## src/rtl/mem_scheme_pkg.sv

```systemverilog
// Shared types and helpers for the banked memory controller.
// Holds FSM encoding, bank decode, parity and default widths.
package mem_scheme_pkg;

  localparam int DEF_DATA_W    = 8;
  localparam int DEF_ADDR_W    = 8;
  localparam int DEF_BANK_BITS = 2;

  localparam int IDX_W      = 5;
  localparam int MAX_BANKS  = 2 ** IDX_W;
  localparam int MAX_DATA_W = 64;

  typedef enum logic [1:0] {
    IDLE,
    ACCESS,
    RESP
  } state_t;

  function automatic logic [MAX_BANKS-1:0] onehot(
    input logic [IDX_W-1:0] idx
  );
    return MAX_BANKS'(1) << idx;
  endfunction

  function automatic logic even_parity(
    input logic [MAX_DATA_W-1:0] d
  );
    return ^d;
  endfunction

endpackage

```

## src/rtl/memory_bank.sv

```systemverilog
// Single-port synchronous RAM with registered read.
// Contents are deliberately not reset.
module memory_bank #(
  parameter int WIDTH = 8,
  parameter int AW    = 6
) (
  input  logic             clk,
  input  logic             en,
  input  logic             we,
  input  logic [AW-1:0]    addr,
  input  logic [WIDTH-1:0] wdata,
  output logic [WIDTH-1:0] rdata
);

  localparam int DEPTH = 2 ** AW;

  logic [WIDTH-1:0] mem [DEPTH];

  always_ff @(posedge clk) begin
    if (en) begin
      if (we) mem[addr] <= wdata;
      rdata <= mem[addr];
    end
  end

endmodule

```

## src/rtl/banked_memory_ctrl.sv

```systemverilog
// Valid/ready front end over NUM_BANKS synchronous banks.
// Define MEM_PARITY_EN to store even parity and flag read errors.
module banked_memory_ctrl
  import mem_scheme_pkg::*;
#(
  parameter int DATA_W    = DEF_DATA_W,
  parameter int ADDR_W    = DEF_ADDR_W,
  parameter int BANK_BITS = DEF_BANK_BITS
) (
  input  logic                    m_clk,
  input  logic                    m_rst_n,
  input  logic                    m_req_valid,
  output logic                    m_req_ready,
  input  logic                    m_req_write,
  input  logic [ADDR_W-1:0]       m_req_addr,
  input  logic [DATA_W-1:0]       m_req_wdata,
  output logic                    m_rsp_valid,
  output logic [DATA_W-1:0]       m_rsp_rdata,
  output logic [2**BANK_BITS-1:0] m_bank_sel,
`ifdef MEM_PARITY_EN
  output logic                    m_parity_err,
`endif
  output logic                    m_busy
);

  localparam int NUM_BANKS = 2 ** BANK_BITS;
  localparam int LOC_W     = ADDR_W - BANK_BITS;
`ifdef MEM_PARITY_EN
  localparam int MEM_W = DATA_W + 1;
`else
  localparam int MEM_W = DATA_W;
`endif

  state_t state, state_d;

  logic [LOC_W-1:0]     loc_q;
  logic                 wr_q;
  logic [DATA_W-1:0]    wdata_q;
  logic [NUM_BANKS-1:0] dec_sel;
  logic                 accept;
  logic [MEM_W-1:0]     bank_wdata;
  logic [MEM_W-1:0]     bank_rdata [NUM_BANKS];
  logic [MEM_W-1:0]     rd_word;

  assign m_req_ready = (state == IDLE);
  assign m_busy      = ~m_req_ready;
  assign accept      = m_req_ready & m_req_valid;

  assign dec_sel = NUM_BANKS'(onehot(
    IDX_W'(m_req_addr[ADDR_W-1 -: BANK_BITS])));

  always_comb begin
    state_d = state;
    unique case (state)
      IDLE:    if (m_req_valid) state_d = ACCESS;
      ACCESS:  state_d = wr_q ? IDLE : RESP;
      RESP:    state_d = IDLE;
      default: state_d = IDLE;
    endcase
  end

  always_ff @(posedge m_clk or negedge m_rst_n) begin
    if (!m_rst_n) begin
      state       <= IDLE;
      loc_q       <= '0;
      wr_q        <= 1'b0;
      wdata_q     <= '0;
      m_bank_sel  <= '0;
      m_rsp_valid <= 1'b0;
      m_rsp_rdata <= '0;
    end else begin
      state       <= state_d;
      m_rsp_valid <= 1'b0;
      if (accept) begin
        loc_q      <= m_req_addr[LOC_W-1:0];
        wr_q       <= m_req_write;
        wdata_q    <= m_req_wdata;
        m_bank_sel <= dec_sel;
      end else if (state_d == IDLE) begin
        m_bank_sel <= '0;
      end
      // bank output was registered at the end of ACCESS
      if (state == RESP) begin
        m_rsp_valid <= 1'b1;
        m_rsp_rdata <= rd_word[DATA_W-1:0];
      end
    end
  end

`ifdef MEM_PARITY_EN
  assign bank_wdata = {
    even_parity(MAX_DATA_W'(wdata_q)), wdata_q};

  always_ff @(posedge m_clk or negedge m_rst_n) begin
    if (!m_rst_n) begin
      m_parity_err <= 1'b0;
    end else begin
      m_parity_err <= (state == RESP) &&
        (even_parity(MAX_DATA_W'(rd_word[DATA_W-1:0]))
         != rd_word[DATA_W]);
    end
  end
`else
  assign bank_wdata = wdata_q;
`endif

  always_comb begin
    rd_word = '0;
    for (int i = 0; i < NUM_BANKS; i++)
      if (m_bank_sel[i]) rd_word = rd_word | bank_rdata[i];
  end

  for (genvar i = 0; i < NUM_BANKS; i++) begin : g_bank
    logic en;
    assign en = (state == ACCESS) & m_bank_sel[i];

    memory_bank #(
      .WIDTH(MEM_W),
      .AW   (LOC_W)
    ) u_bank (
      .clk  (m_clk),
      .en   (en),
      .we   (en & wr_q),
      .addr (loc_q),
      .wdata(bank_wdata),
      .rdata(bank_rdata[i])
    );
  end

endmodule

```

## config.mk

```make
export PLATFORM = sky130hd
export DESIGN_NAME = banked_memory_ctrl
export DESIGN_NICKNAME = d
export VERILOG_FILES = /design/src/rtl/mem_scheme_pkg.sv /design/src/rtl/memory_bank.sv /design/src/rtl/banked_memory_ctrl.sv
export SDC_FILE = /design/constraint.sdc
export NUM_CORES = 2
export LEC_CHECK = 0
export CORE_ASPECT_RATIO = 0.6
export CORE_MARGIN = 4
export CORE_UTILIZATION = 40
export DETAILED_ROUTE_END_ITERATION = 10
export PLACE_DENSITY_LB_ADDON = 0.3
export SLEW_MARGIN = 5
export SYNTH_ARGS = -nofsm -noshare
export SYNTH_HDL_FRONTEND = slang
export SYNTH_SLANG_ARGS = --single-unit
```

## constraint.sdc

```tcl
create_clock -name m_clk -period 5.25 [get_ports m_clk]
set_input_delay 1.05 -clock m_clk [delete_from_list [all_inputs] [get_ports m_clk]]
set_output_delay 1.05 -clock m_clk [all_outputs]
set_load 0.01 [all_outputs]
```

# Word level (Yosys, flattened, before mapping)
# Memories as Yosys holds them, arrays and structs flattened. A register that Yosys moved wholly into a read port is not among the register bits.
# Index checks and enable logic that the tools add are counted.
[op_classes]
n_eq_ne = 2
n_shift = 1
n_mux = 22
bitwise_logic = 13
reduce_logical = 3
[ops]
columns = ["op", "n"]
rows = [
  ["8-bit two-way mux", 4],
  ["8-bit OR", 3],
  ["1-bit two-way mux", 13],
  ["1-bit AND", 9],
  ["4-bit two-way mux", 2],
  ["2-bit zero test", 2],
  ["2-bit two-way mux", 2],
  ["2-bit one-hot mux with 2 select lines", 1],
  ["1-bit by 2-bit left shift with 4-bit output (first input constant)", 1],
  ["2-bit by 1-bit == test with 1-bit output (second input constant)", 1],
  ["2-bit == test (second input constant)", 1],
  ["2-bit nonzero test", 1],
  ["1-bit NOT", 1],
]
[totals]
regBits = 30
ramBits = 2048
input_bits = 20
elab_cells = 52
memories = 4
[memory_table]
columns = ["name", "words", "word_bits", "read_ports", "rd_ports_with_merged_regs", "wr", "line_no", "source"]
rows = [
  ["g_bank[0].u_bank.mem", 64, 8, 1, 1, 1, "memory_bank.sv:17", "logic [WIDTH-1:0] mem [DEPTH];"],
  ["g_bank[1].u_bank.mem", 64, 8, 1, 1, 1, "memory_bank.sv:17", ""],
  ["g_bank[2].u_bank.mem", 64, 8, 1, 1, 1, "memory_bank.sv:17", ""],
  ["g_bank[3].u_bank.mem", 64, 8, 1, 1, 1, "memory_bank.sv:17", ""],
]

# Depth between registers and ports, before layout
[depth]
depth_word = 7
depth_mapped = 10
depth_no_buf = 5

# Modules after synthesis
# A second synthesis with hierarchy kept.
[hier_totals]
hier_cells = 4889
area_unflattened_um2 = 82785.6
[by_module_without_submodules]
columns = ["mod", "n_inst", "cells_each", "area_per_inst_um2", "seq_area_each_um2"]
rows = [
  ["memory_bank", 4, 1195, 20368.3, 15615.0],
  ["banked_memory_ctrl", 1, 109, 1312.5, 750.7],
]

# Least setup slack after synthesis
# OpenSTA, ideal clock, no wires.
[synth_path]
path_type = "reg2reg"
from = "register wdata_q[0], in the netlist bank_wdata[0]"
to = "memory g_bank[0].u_bank.mem[0][0], data pin"
setup_time_ps = 803
arrival_ps = 3181
t_required_ps = 4447
slack_ps = 1266
path_stages_with_launch = 1
period_less_slack_ps = 3984
path_cell_list = "dfrtp_1"
[synth_rtl]
columns = ["item", "line_no", "source"]
rows = [
  ["start: declaration", "banked_memory_ctrl.sv:38", "logic [DATA_W-1:0] wdata_q;"],
  ["start signal: assignment", "banked_memory_ctrl.sv:77", "wdata_q <= m_req_wdata;"],
  ["end: declaration", "memory_bank.sv:17", ""],
]
# Straight into the memory's write port.

==> reports/qor.csv <==
metric,value,unit
Via Count,49410,
router iterations before antenna repair,10,
dpl ws,1.08,ns
count of final setup violators,0,
Mapped Area,82400,µm²
Setup Skew,0.0561,ns
R2R depth,7,
Post-CTS Setup Inserts,0,
max_cap viols,2,
Nets,4911,
RSZ-0062 raised after global routing,no,
final setup TNS,0,ns
outcome,"complete, but fails checks",
clk root buf,clkbuf_16,
Async SR Flop Fraction,1.42,%
antenna-violating nets left,0,
Starting Density,40.4,%
placed insts,7426,
Final period util,85.3,%
register area share after synthesis,76.7,%
Reg-to-Reg Start,loc_q[0],
Mapped Cells,4854,
CP Buf/Inv Count,2,
critical path's slowest cell,a211oi_1,
TritonCTS clock tree,done,
Synth cell types,68,
fraction of layout cells with a size suffix above 1,14.5,%
average size of a mapped cell,17.0,µm²
R2R setup slack,0.77,ns
routability cong.,0.956,
worst-path cell chain,buf_4 > nor2_4 > buf_12 > a221oi_1 > o22ai_1 > a211oi_1 > nand4_1,
H-tree levels,4,
mean number of vias per cell,6.36,
Critical Path Start,loc_q[0],
Critical Path AT,5.01,ns
worst skew pair latency,0.86,ns
Main synth FF type,edfxtp_1,
Num CTS Buffers,191,
GRT overflow,0,
IO buf count,34,
Slew @ Worst Pin,1.53,ns
WHS,0.253,ns
First DRT Iteration DRCs,8344,
number of global-route vias before repair,46055,
PD cells,488,nW/µm²
max_slew headroom,-2.42,%
synthesis-to-layout area growth,11.9,%
"most common cell after layout, fill and taps aside",edfxtp_1,
synthesized flop and latch total,2110,
Die Wd,594,µm
DRC violations left,0,
YS warnings,0,
# rows,128,
"EDFF count, synth",2080,
Die Y,360,µm
area of the core,204000,µm²
Hold Path Class,primary input to async pin,
die area,214000,µm²
fin crit period,4.48,ns
cell family with most CP delay,compound AO/OA/AOI/OAI gates,
required time of the critical path,5.78,ns
hold buffer count at CTS,0,
initial antenna violation count,8,
# IOs,35,
post-detail-place hpwl,171,mm
Pwr Total,0.0450,W
startpoint types,flip-flop,
CTS Buffer Depth,4,
Clock transition at path regs,0.07,ns
detailed-route wire length per cell,34.4,µm
crit-path max cell delay,1.24,ns
leak pwr,28.1,nW
Total Routing Usage GR,24.3,%
failing checks,"capacitance limit, slew limit",
fmax,223,MHz
maximum net fanout on the critical path,66,
Setup CP Type,flip-flop to flip-flop,
final wirelength,267,mm
Post-Syn Nets,4874,
post-route worst setup slack,0.773,ns
Final Instance Count excl. Fillers,7772,
most frequent cells in the layout,"edfxtp_1, a22oi_1, nor2_1, a221oi_1, clkbuf_16",
largest net degree at the start of global routing,181,
fin. max-slew vios,2,
Resized cells post-CTS,0,
RR Endpoint,g_bank[1].u_bank.rdata[6],
peak supply drop,0.335,mV
CTS sink cnt,2110,
fillcell total,17425,
Final Hold Fails,0,
first-pass GRT wire length,371,mm
Worst Setup End Kind,flip-flop,
-- cell families after synthesis --
kind of cell | after synthesis | share of synthesized area (%)
AOI/OAI and AO/OA | 1152 | 10.4
buffers and inverters | 404 | 2.34
DFF | 2110 | 76.7
muxes | 312 | 5.13
and+or+nand+nor | 876 | 5.45
-- worst register-to-register path, delay by kind of cell (launching register included) --
| family | cells | cell delay (ns) |
|---|---|---|
| simple gates | 2 | 0.39 |
| flops | 1 | 1.04 |
| compound gates | 3 | 1.92 |
| buf+inv | 2 | 0.78 |
-- cell type report --
| type | instances | area [µm²] | area share [%] |
|---|---|---|---|
| diodes | 4 | 10.0 | 0.0109 |
| clock buffers | 240 | 5050 | 5.47 |
| clock inverters | 100 | 803 | 0.871 |
| inverters | 8 | 35.0 | 0.0380 |
| multi-input cells | 2340 | 17400 | 18.9 |
| flip-flops and latches | 2110 | 63300 | 68.6 |
| well taps | 2730 | 3420 | 3.70 |
| repair buffers | 240 | 2230 | 2.41 |
-- routing by layer --
metal  part of all wire (%)  GRT usage, %  up-vias
met2                     39          31.1     3499
met1                     42          36.1    25524
li1                       -             -    19967
met3                     17          12.3      418
met5                 0.0049             0        -
met4                    2.6          5.75        2
-- power breakdown --
part / switching [W] / internal, W / leakage, nW
sequential: 0.000628 / 0.0201 / 19.1
combinational: 0.00785 / 0.00285 / 6.16
clock: 0.00625 / 0.00740 / 2.84
-- metrics by stage --
step	utilization [%]	cell area [µm²]
after floorplan	-	82400
after global placement	42.3	86300
after detailed placement	42.3	86300
after CTS	45.2	92200
after global routing	45.2	92200
final	45.2	92200
-- flip-flops by register name, indices dropped and copies added, names as in the netlist --
| signal | flops |
|---|---|
| loc_q | 6 |
| state | 2 |
| m_bank_sel | 4 |
| m_rsp_rdata | 8 |
| bank_wdata | 8 |
| m_rsp_valid | 1 |
| wr_q | 1 |
| g_bank.u_bank.rdata | 32 |
| g_bank.u_bank.mem | 2048 |
-- cells in the mapped netlist (22+ instances only) --
| master | count | area (µm²) |
|---|---|---|
| nor3b_1 | 55 | 413 |
| buf_4 | 41 | 308 |
| mux2i_1 | 114 | 1140 |
| nand3b_1 | 40 | 300 |
| and3_1 | 41 | 257 |
| a221oi_1 | 231 | 2020 |
| mux4_2 | 76 | 1710 |
| and3b_1 | 29 | 254 |
| a222oi_1 | 28 | 280 |
| mux2_2 | 122 | 1370 |
| clkbuf_1 | 201 | 754 |
| buf_2 | 106 | 531 |
| o221ai_1 | 61 | 534 |
| dfrtp_1 | 30 | 751 |
| nand2b_1 | 22 | 138 |
| a22o_1 | 25 | 219 |
| o21ai_0 | 141 | 706 |
| nor3_1 | 45 | 225 |
| a21oi_1 | 84 | 420 |
| nand4_1 | 44 | 275 |
| nand2_1 | 188 | 706 |
| a211oi_1 | 57 | 428 |
| o22ai_1 | 95 | 594 |
| buf_1 | 31 | 116 |
| nor2_1 | 310 | 1160 |
| edfxtp_1 | 2080 | 62500 |
| a22oi_1 | 326 | 2450 |
-- how the worst max path moves through the flow --
stage                                 endpoint  cells after the start  slack, ns
finish               g_bank[1].u_bank.rdata[6]                      7       0.77
global placement     g_bank[3].u_bank.rdata[2]                      7       0.56
CTS                  g_bank[2].u_bank.rdata[7]                      7       1.06
detailed placement   g_bank[2].u_bank.rdata[7]                      7       1.08
floorplan           g_bank[0].u_bank.mem[0][0]                      0       1.27
global route         g_bank[1].u_bank.rdata[2]                      7       0.90
(Power assumes the default switching activity.)
